--- src/rtl/ahb_mreq_pkg.sv ---
// Shared types and constants for the AHB-Lite master requester.
package ahb_mreq_pkg;

  typedef enum logic [1:0] {
    HT_IDLE   = 2'd0,
    HT_BUSY   = 2'd1,
    HT_NONSEQ = 2'd2,
    HT_SEQ    = 2'd3
  } htrans_e;

  localparam logic [2:0] HBURST_SINGLE = 3'd0;
  localparam logic [2:0] HBURST_INCR   = 3'd1;

  typedef enum logic [2:0] {
    ST_IDLE,
    ST_REQ,
    ST_ADDR,
    ST_DATA,
    ST_ERR
  } mreq_state_e;

  localparam int unsigned BOUNDARY_BYTES = 1024;
  localparam int unsigned BOUNDARY_LSB   = $clog2(BOUNDARY_BYTES);

endpackage

--- src/rtl/ahb_mreq_addr_gen.sv ---
// Next-beat address for an INCR burst; a beat that crosses a 1 KB boundary restarts as NONSEQ.
import ahb_mreq_pkg::*;

module ahb_mreq_addr_gen #(
  parameter int unsigned ADDR_W = 32
) (
  input  logic [ADDR_W-1:0] addr_i,
  input  logic [2:0]        size_i,
  output logic [ADDR_W-1:0] next_addr_o,
  output htrans_e           next_trans_o,
  output logic              cross_o
);

  logic [ADDR_W-1:0] incr;

  always_comb begin
    incr         = {{(ADDR_W-1){1'b0}}, 1'b1} << size_i;
    next_addr_o  = addr_i + incr;
    cross_o      = next_addr_o[ADDR_W-1:BOUNDARY_LSB] != addr_i[ADDR_W-1:BOUNDARY_LSB];
    next_trans_o = cross_o ? HT_NONSEQ : HT_SEQ;
  end

endmodule

--- src/rtl/ahb_master_req.sv ---
// AHB-Lite master requester: turns one local burst command into a pipelined INCR transaction.
// Optional grant-wait timeout enabled by defining AHB_MREQ_TIMEOUT_EN.
import ahb_mreq_pkg::*;

module ahb_master_req #(
  parameter int unsigned ADDR_W      = 32,
  parameter int unsigned DATA_W      = 32,
  parameter int unsigned LEN_W       = 4,
  parameter int unsigned TIMEOUT_CYC = 256
) (
  input  logic              hclk,
  input  logic              hreset_n,
  input  logic              cmd_valid,
  output logic              cmd_ready,
  input  logic [ADDR_W-1:0] cmd_addr,
  input  logic              cmd_write,
  input  logic [2:0]        cmd_size,
  input  logic [LEN_W-1:0]  cmd_len,
  input  logic [DATA_W-1:0] wr_data,
  output logic              wr_ready,
  output logic [DATA_W-1:0] rd_data,
  output logic              rd_valid,
  output logic              done,
  output logic              done_err,
  output logic              hreq,
  output logic              hlast,
  input  logic              hgrant,
  input  logic              hwait,
  output logic [ADDR_W-1:0] haddr,
  output logic [1:0]        htrans,
  output logic              hwrite,
  output logic [2:0]        hsize,
  output logic [2:0]        hburst,
  output logic [DATA_W-1:0] hwdata,
  input  logic [DATA_W-1:0] hrdata,
  input  logic              hresp
);

  if (TIMEOUT_CYC == 0 || DATA_W < 8 || ADDR_W <= BOUNDARY_LSB) begin : g_bad_cfg
    $error("ahb_master_req: unsupported parameter combination");
  end

  mreq_state_e       state_q;
  htrans_e           htrans_q;
  logic              cmd_ready_q;
  logic              hreq_q;
  logic              hlast_q;
  logic [ADDR_W-1:0] haddr_q;
  logic              hwrite_q;
  logic [2:0]        hsize_q;
  logic [2:0]        hburst_q;
  logic [DATA_W-1:0] hwdata_q;
  logic [LEN_W-1:0]  cnt_q;
  logic              dp_q;
  logic              rd_valid_q;
  logic [DATA_W-1:0] rd_data_q;
  logic              done_q;
  logic              done_err_q;

  logic [ADDR_W-1:0] next_addr;
  htrans_e           next_trans;
  logic              next_cross;
  logic              dp_done;
  logic              err_now;
  logic              acc;
  logic              tmo_hit;

  ahb_mreq_addr_gen #(
    .ADDR_W (ADDR_W)
  ) u_addr_gen (
    .addr_i       (haddr_q),
    .size_i       (hsize_q),
    .next_addr_o  (next_addr),
    .next_trans_o (next_trans),
    .cross_o      (next_cross)
  );

  // hgrant is pre-masked by ~hwait, so an accepted address also completes any pending data phase.
  assign dp_done = dp_q && !hwait;
  assign err_now = dp_done && hresp;
  assign acc     = (state_q == ST_ADDR) && (htrans_q != HT_IDLE) && hgrant && !err_now;

`ifdef AHB_MREQ_TIMEOUT_EN
  localparam int unsigned TMO_W = $clog2(TIMEOUT_CYC + 1);

  logic [TMO_W-1:0] tmo_cnt_q;
  logic             tmo_wait;

  assign tmo_wait = (state_q == ST_REQ) || ((state_q == ST_ADDR) && (htrans_q == HT_IDLE));
  assign tmo_hit  = tmo_wait && !hgrant && (tmo_cnt_q == TMO_W'(TIMEOUT_CYC - 1));

  always_ff @(posedge hclk or negedge hreset_n) begin
    if (!hreset_n) begin
      tmo_cnt_q <= '0;
    end else if (!tmo_wait || hgrant || tmo_hit) begin
      tmo_cnt_q <= '0;
    end else begin
      tmo_cnt_q <= tmo_cnt_q + 1'b1;
    end
  end
`else
  assign tmo_hit = 1'b0;
`endif

  always_ff @(posedge hclk or negedge hreset_n) begin
    if (!hreset_n) begin
      state_q     <= ST_IDLE;
      htrans_q    <= HT_IDLE;
      cmd_ready_q <= 1'b0;
      hreq_q      <= 1'b0;
      hlast_q     <= 1'b0;
      haddr_q     <= '0;
      hwrite_q    <= 1'b0;
      hsize_q     <= '0;
      hburst_q    <= HBURST_SINGLE;
      hwdata_q    <= '0;
      cnt_q       <= '0;
      dp_q        <= 1'b0;
      rd_valid_q  <= 1'b0;
      rd_data_q   <= '0;
      done_q      <= 1'b0;
      done_err_q  <= 1'b0;
    end else begin
      rd_valid_q <= 1'b0;
      done_q     <= 1'b0;
      done_err_q <= 1'b0;

      if (dp_done) dp_q <= 1'b0;
      if (acc)     dp_q <= 1'b1;
      if (acc && hwrite_q) hwdata_q <= wr_data;
      if (dp_done && !hresp && !hwrite_q) begin
        rd_valid_q <= 1'b1;
        rd_data_q  <= hrdata;
      end

      unique case (state_q)
        ST_IDLE: begin
          if (cmd_valid && cmd_ready_q) begin
            cmd_ready_q <= 1'b0;
            haddr_q     <= cmd_addr;
            hwrite_q    <= cmd_write;
            hsize_q     <= cmd_size;
            hburst_q    <= (cmd_len == '0) ? HBURST_SINGLE : HBURST_INCR;
            cnt_q       <= cmd_len;
            hlast_q     <= (cmd_len == '0);
            hreq_q      <= 1'b1;
            state_q     <= ST_REQ;
          end else begin
            cmd_ready_q <= 1'b1;
          end
        end

        ST_REQ: begin
          if (hgrant) begin
            htrans_q <= HT_NONSEQ;
            state_q  <= ST_ADDR;
          end else if (tmo_hit) begin
            hreq_q      <= 1'b0;
            hlast_q     <= 1'b0;
            done_q      <= 1'b1;
            done_err_q  <= 1'b1;
            cmd_ready_q <= 1'b1;
            state_q     <= ST_IDLE;
          end
        end

        ST_ADDR: begin
          if (err_now) begin
            htrans_q <= HT_IDLE;
            hreq_q   <= 1'b0;
            hlast_q  <= 1'b0;
            dp_q     <= 1'b0;
            state_q  <= ST_ERR;
          end else if (acc) begin
            if (cnt_q == '0) begin
              htrans_q <= HT_IDLE;
              hreq_q   <= 1'b0;
              state_q  <= ST_DATA;
            end else begin
              haddr_q  <= next_addr;
              htrans_q <= next_trans;
              cnt_q    <= cnt_q - 1'b1;
              hlast_q  <= (cnt_q == LEN_W'(1));
            end
          end else if (htrans_q == HT_IDLE) begin
            // Preempted: the held beat restarts as NONSEQ once grant returns.
            if (hgrant) begin
              htrans_q <= HT_NONSEQ;
            end else if (tmo_hit) begin
              hreq_q      <= 1'b0;
              hlast_q     <= 1'b0;
              dp_q        <= 1'b0;
              done_q      <= 1'b1;
              done_err_q  <= 1'b1;
              cmd_ready_q <= 1'b1;
              state_q     <= ST_IDLE;
            end
          end else if (!hwait) begin
            htrans_q <= HT_IDLE;
          end
        end

        ST_DATA: begin
          if (err_now) begin
            hlast_q <= 1'b0;
            state_q <= ST_ERR;
          end else if (dp_done) begin
            hlast_q     <= 1'b0;
            done_q      <= 1'b1;
            cmd_ready_q <= 1'b1;
            state_q     <= ST_IDLE;
          end
        end

        ST_ERR: begin
          done_q      <= 1'b1;
          done_err_q  <= 1'b1;
          cmd_ready_q <= 1'b1;
          state_q     <= ST_IDLE;
        end

        default: state_q <= ST_IDLE;
      endcase
    end
  end

  assign cmd_ready = cmd_ready_q;
  assign wr_ready  = acc && hwrite_q;
  assign rd_data   = rd_data_q;
  assign rd_valid  = rd_valid_q;
  assign done      = done_q;
  assign done_err  = done_err_q;
  assign hreq      = hreq_q;
  assign hlast     = hlast_q;
  assign haddr     = haddr_q;
  assign htrans    = htrans_q;
  assign hwrite    = hwrite_q;
  assign hsize     = hsize_q;
  assign hburst    = hburst_q;
  assign hwdata    = hwdata_q;

endmodule

--- config.mk ---
export PLATFORM = sky130hd
export DESIGN_NAME = ahb_master_req
export DESIGN_NICKNAME = d
export VERILOG_FILES = /design/src/rtl/ahb_mreq_pkg.sv /design/src/rtl/ahb_mreq_addr_gen.sv /design/src/rtl/ahb_master_req.sv
export SDC_FILE = /design/constraint.sdc
export NUM_CORES = 1
export LEC_CHECK = 0
export BUFFER_PORTS_ARGS = -buffer_cell sky130_fd_sc_hd__buf_2
export CORE_MARGIN = 2
export CORE_UTILIZATION = 45
export CTS_BUF_LIST = sky130_fd_sc_hd__clkbuf_8
export DETAILED_ROUTE_END_ITERATION = 8
export GPL_ROUTABILITY_DRIVEN = 0
export PLACE_DENSITY = 0.76
export SLEW_MARGIN = 10
export SYNTH_ARGS = -nofsm -noshare
export SYNTH_HDL_FRONTEND = slang
export SYNTH_HIERARCHICAL = 1
export SYNTH_SLANG_ARGS = --single-unit
export TNS_END_PERCENT = 10
--- constraint.sdc ---
create_clock -name hclk -period 4.65 [get_ports hclk]
set_input_delay 0.2325 -clock hclk [delete_from_list [all_inputs] [get_ports hclk]]
set_output_delay 0.2325 -clock hclk [all_outputs]
set_load 0.005 [all_outputs]
Yosys cells after proc, flatten, opt, wreduce, memory -nomap -nowiden
Cells that the tools add are included.
{"block": "word_totals", "ff_bits": 119, "latch_bits": 0, "mem_bits_rw": 0, "rom_bits": 0, "inputBits": 110, "output_inout_bits": 112, "word_cells": 118, "mem_count": 0}
{"block": "op_classes", "n_addsub": 2, "multipliers": 0, "n_div": 0, "n_lt_le_gt_ge": 0, "n_eq_ne": 18, "shift": 1, "muxes": 52, "n_bitwise": 0, "n_reduce_logical": 29}
{"op": "$mux W32", "count": 4}
{"op": "$pmux W32 S2", "count": 1}
{"op": "$add A32 B32 Y32", "count": 1}
{"op": "$shl A1 B3 Y32 const A", "count": 1}
{"op": "$mux W1", "count": 23}
{"op": "$ne A22 B22 Y1", "count": 1}
{"op": "$mux W3", "count": 7}
{"op": "$mux W4", "count": 4}
{"op": "$reduce_and A5 Y1", "count": 3}
{"op": "$ne A2 B2 Y1 const B", "count": 7}
{"op": "$mux W2", "count": 6}
{"op": "$pmux W3 S4", "count": 1}
{"op": "$logic_and A1 B1 Y1", "count": 9}
{"op": "$ne A3 B3 Y1 const B", "count": 3}
{"op": "$logic_not A4 Y1", "count": 2}
{"op": "$pmux W4 S2", "count": 1}
{"op": "$eq A3 B2 Y1 const B", "count": 2}
{"op": "$pmux W1 S3", "count": 2}
{"op": "$reduce_bool A2 Y1", "count": 3}
{"op": "$reduce_bool A3 Y1", "count": 2}
{"op": "$ne A5 B4 Y1 const B", "count": 1}
{"op": "$eq A4 B1 Y1 const B", "count": 1}
{"op": "$logic_not A1 Y1", "count": 4}
{"op": "$pmux W1 S2", "count": 2}
{"op": "10 further kinds", "count": 11}

Longest topological paths before layout
{"block": "logic_depth", "word_depth": 8, "depth_mapped": 12, "depth_no_buf": 11}

Modules after synthesis
Netlist, hierarchy kept.
{"module": "ahb_master_req", "instances": 1, "cells_each": 429, "area_each_um2": 5203.7}
{"module": "ahb_mreq_addr_gen", "instances": 1, "cells_each": 122, "area_each_um2": 913.4}

Worst setup path before layout
No wires, ideal clock.
{"block": "synth_path", "path_kind": "flip-flop to flip-flop", "startpoint": "reg hsize_q[2], in the netlist hsize[2]", "endpoint": "reg haddr_q[25], in the netlist haddr[25]", "t_arrival_ns": 2.552, "setup_slack_ns": 1.973, "path_stages_with_launch": 12, "path_buffers": 1, "synth_period_minus_slack_ns": 2.677, "path_cell_list": "dfrtp_1 -> and3_1 -> ha_1 -> buf_2 -> nand4_1 -> nor3_1 -> o21ai_1 -> or4_1 -> xnor2_1 -> nand2_1 -> nand2_1 -> mux2_2"}
{"block": "synth_between", "elab_chain_cells": 6}
{"item": "from (decl)", "line_no": "ahb_master_req.sv:50", "text": "logic [2:0] hsize_q;"}
{"item": "from (signal assigned)", "line_no": "ahb_master_req.sv:142", "text": "hsize_q <= cmd_size;"}
{"item": "$shl A1 B3 Y32", "line_no": "ahb_mreq_addr_gen.sv:17", "text": "incr = {{(ADDR_W-1){1'b0}}, 1'b1} << size_i;"}
{"item": "$add A32 B32 Y32", "line_no": "ahb_mreq_addr_gen.sv:18", "text": "next_addr_o = addr_i + incr;"}
{"item": "named net next_addr[25]", "line_no": "ahb_master_req.sv:60", "text": "logic [ADDR_W-1:0] next_addr;"}
{"item": "$mux W32", "line_no": "ahb_master_req.sv:175", "text": "if (cnt_q == '0) begin"}
{"item": "$mux W32", "line_no": "ahb_master_req.sv:174", "text": "end else if (acc) begin"}
{"item": "$mux W32", "line_no": "ahb_master_req.sv:168", "text": "if (err_now) begin"}
{"item": "$pmux W32 S2", "line_no": "ahb_master_req.sv:136", "text": "unique case (state_q)"}
{"item": "to (signal assigned)", "line_no": "ahb_master_req.sv:140", "text": "haddr_q <= cmd_addr;"}
{"item": "to (signal assigned)", "line_no": "ahb_master_req.sv:180", "text": "haddr_q <= next_addr;"}
{"item": "to (decl)", "line_no": "ahb_master_req.sv:48", "text": "logic [ADDR_W-1:0] haddr_q;"}
The timed path passes the listed nets, and every way through them passes these cells. The select of a mux whose other input is x is not followed.
A chain may end at the register's enable or synchronous reset.

Final worst setup path
{"block": "layout_path", "startpoint": "reg state_q[1]", "endpoint": "out wr_ready"}
{"block": "layout_between", "elab_chain_cells": 5}
{"item": "from (decl)", "line_no": "ahb_master_req.sv:43", "text": "mreq_state_e state_q;"}
{"item": "from (signal assigned)", "line_no": "ahb_master_req.sv:107", "text": "state_q <= ST_IDLE;"}
{"item": "from (signal assigned)", "line_no": "ahb_master_req.sv:147", "text": "state_q <= ST_REQ;"}
{"item": "from (signal assigned)", "line_no": "ahb_master_req.sv:156", "text": "state_q <= ST_ADDR;"}
{"item": "$eq A3 B2 Y1", "line_no": "ahb_master_req.sv:81", "text": "assign acc = (state_q == ST_ADDR) && (htrans_q != HT_IDLE) && hgrant && !err_now;"}
{"item": "$logic_and A1 B1 Y1 (3 in series)", "line_no": "ahb_master_req.sv:81"}
{"item": "$logic_and A1 B1 Y1", "line_no": "ahb_master_req.sv:228", "text": "assign wr_ready = acc && hwrite_q;"}
{"item": "to (decl)", "line_no": "ahb_master_req.sv:20", "text": "output logic wr_ready,"}
Every way passes these cells.

==> reports/qor.txt <==
Status - finished clean
Fmax achieved - 332 MHz
Levels on crit path - 5
Layout cells sized above 1 - 0.439
Worst-path maximum fanout - 40
Die Width - 121 um
Hold depth - 2
Crit path capture - wr_ready
Pwr Total - 0.00531 W
CTS H-tree lvls - 4
Die height - 121 um
Final setup vio count - 0
Max stage delay cell, worst path - or3b_4
Max Cap Violations - 0
Worst-path clk slew - 0.07 ns
Starting DRT DRC Count - 296
FILL cells - 1106
Total negative setup slack - 0 ns
WHS - 0.0329 ns
First-pass GRT wire length - 26.2 mm
Crit path max-delay family - simple AND/OR/NAND/NOR gates
Static leakage - 4.25 nW
Avg Cell Area, Syn - 11.1 um^2
Die Area - 0.0145 mm^2
Synthesized netlist cell count - 550
CTS tree - yes
Mapped Area - 0.00611 mm^2
Synth warnings - 6
Slew at the pin closest to its max-slew limit - 1.16 ns
Final Slew Violations - 0
Final Hold Vio Count - 0
Setup Fix Bufs, Post-CTS - 0
Vias in the first global route - 5147
WP data arrival - 2.78 ns
Area delta synth->final - 34.5%
Worst r2r src - hsize[0]
Dpl cells - 923
Final instance area - 0.00822 mm^2
R2R depth - 11
Final cell count without fillers - 1007
Vias - 5136
DRC errors left - 0
Overflow after GRT - 0
Reg2reg setup slack - 1.76 ns
Placeable Area - 0.0132 mm^2
Row count - 42
Port buffer count - 219
RR Endpoint - haddr[24]
Critical path, cell by cell - or3b_4 > nor3_4 > nand2_4 > inv_1 > buf_2
TritonCTS Buffers - 17
Largest net degree at the start of global routing - 82
Starting density of the core - 0.462
Clock skew - 0.0122 ns
Crit path buf inv count - 2
DRT Pass-1 Iters - 4
DRT Wirelength - 16.5 mm
PwrDens - 646 mW/mm^2
Clk root buf - clkbuf_8
Crit Path Class - reg -> out
Unrepaired setup endpoints after global routing - false
Clk_lat worst skew - 0.44 ns
Initial antenna violation count - 0
Hold crit path type - in -> reg
Worst VDD drop - 0.318 mV
Period Utilization, post-route - 0.648
Routed Antenna Nets - 0
Endpoint class of the critical path - output port
Min Tclk post-route - 3.01 ns
CTS max path bufs - 2
I/O Pins - 222
Placed Area - 0.00733 mm^2
Wire per inst - 16.4 um
Required time worst endpoint - 4.42 ns
Nets - 939
Clk sink count - 117
N_diodes - 0
Setup crit start kind - flip-flop
Via density - 5.10
HPWL Detailed - 10.8 mm
Slowest Stage Delay on Critical Path - 0.66 ns
Total Routing Usage GR - 0.233
Worst setup path start - state_q[1]
Relative slew slack - 0.226
-- area by class of cell --
type                       instances  area, um^2  share of cell area
clock inverter                    13         110              0.0134
timing repair buffer             274        1640               0.200
tap                              176         220              0.0268
clock buffer                      19         262              0.0318
multi-input combinational        399        3030               0.368
inverter                           9        33.8             0.00411
sequential                       117        2930               0.356
-- state kept, by name, indices dropped and copies added (netlist names), 2 cells and up --
| register | cells |
|---|---|
| cnt_q | 4 |
| htrans | 2 |
| hwdata | 32 |
| haddr | 32 |
| state_q | 3 |
| rd_data | 32 |
| hsize | 3 |
-- layout by cell type, fill, tap and decap left out, types with 3 or more instances in the layout --
cell type	count
conb_1	3
nand3_1	6
a211oi_1	3
a21o_1	6
nor3b_1	5
mux2_4	29
nand4_1	11
and3b_1	3
dfrtp_1	117
o21ai_0	9
nand2b_1	3
and2_1	5
xor2_1	5
buf_2	218
xnor2_1	25
nor2_1	18
clkbuf_8	19
clkinv_2	3
o21ai_1	3
buf_4	4
clkinvlp_4	7
inv_1	10
mux2i_1	4
ha_1	10
nand2_1	123
dlygate4sd3_1	52
a21oi_1	12
mux2_2	69
nor3_1	5
-- worst register-to-register path, stage by stage (launching register included) --
cell,delay (ns)
dfrtp_1,0.48
nor3_1,0.10
ha_1,0.23
fa_1,0.42
a211o_1,0.33
a211oi_1,0.38
nor2_1,0.24
nand4_1,0.17
xnor2_1,0.08
nand2_1,0.06
nand2_1,0.05
mux2_2,0.25
-- layer usage --
metal  wire (um)  vias up  part of all wire  track usage
met3        1320       25             0.080       0.0722
met1        6750     2447              0.41        0.289
li1            -     2445                 -            -
met2        8130      219              0.49        0.381
met4         272        0             0.017       0.0894
met5           0        -                 0            0
-- worst min-delay path by stage --
stage,slack [ns],endpoint,from
2_1_floorplan,-0.06,cmd_ready,hreset_n
3_3_place_gp,0.42,hsize[2],cmd_size[2]
3_5_place_dp,0.43,hsize[2],cmd_size[2]
4_1_cts,0.0006,hwdata[26],wr_data[26]
5_1_grt,0.0006,rd_data[25],hrdata[25]
6_report,0.03,hwdata[8],wr_data[8]
-- through the flow --
stage / setup WS (ns) / utilization
floorplan: 1.99 / -
CTS: 1.62 / 0.621
finish: 1.64 / 0.621
global placement: 1.87 / 0.553
global route: 1.44 / 0.621
detailed placement: 1.81 / 0.553
-- report_power, final --
part / internal, W / total, W / switching [W]
sequential: 0.00152 / 0.00198 / 0.000463
combinational: 0.00133 / 0.00246 / 0.00113
clock: 0.000444 / 0.000868 / 0.000424
total: 0.00329 / 0.00531 / 0.00202
-- repair_timing --
| item | 4_1_cts | 5_1_grt |
|---|---|---|
| endpoints found under the hold margin | 61 | 0 |
| resized for setup | 0 | 0 |
| hold buffers | 52 | 0 |
Power figures use the tool's default switching activity.
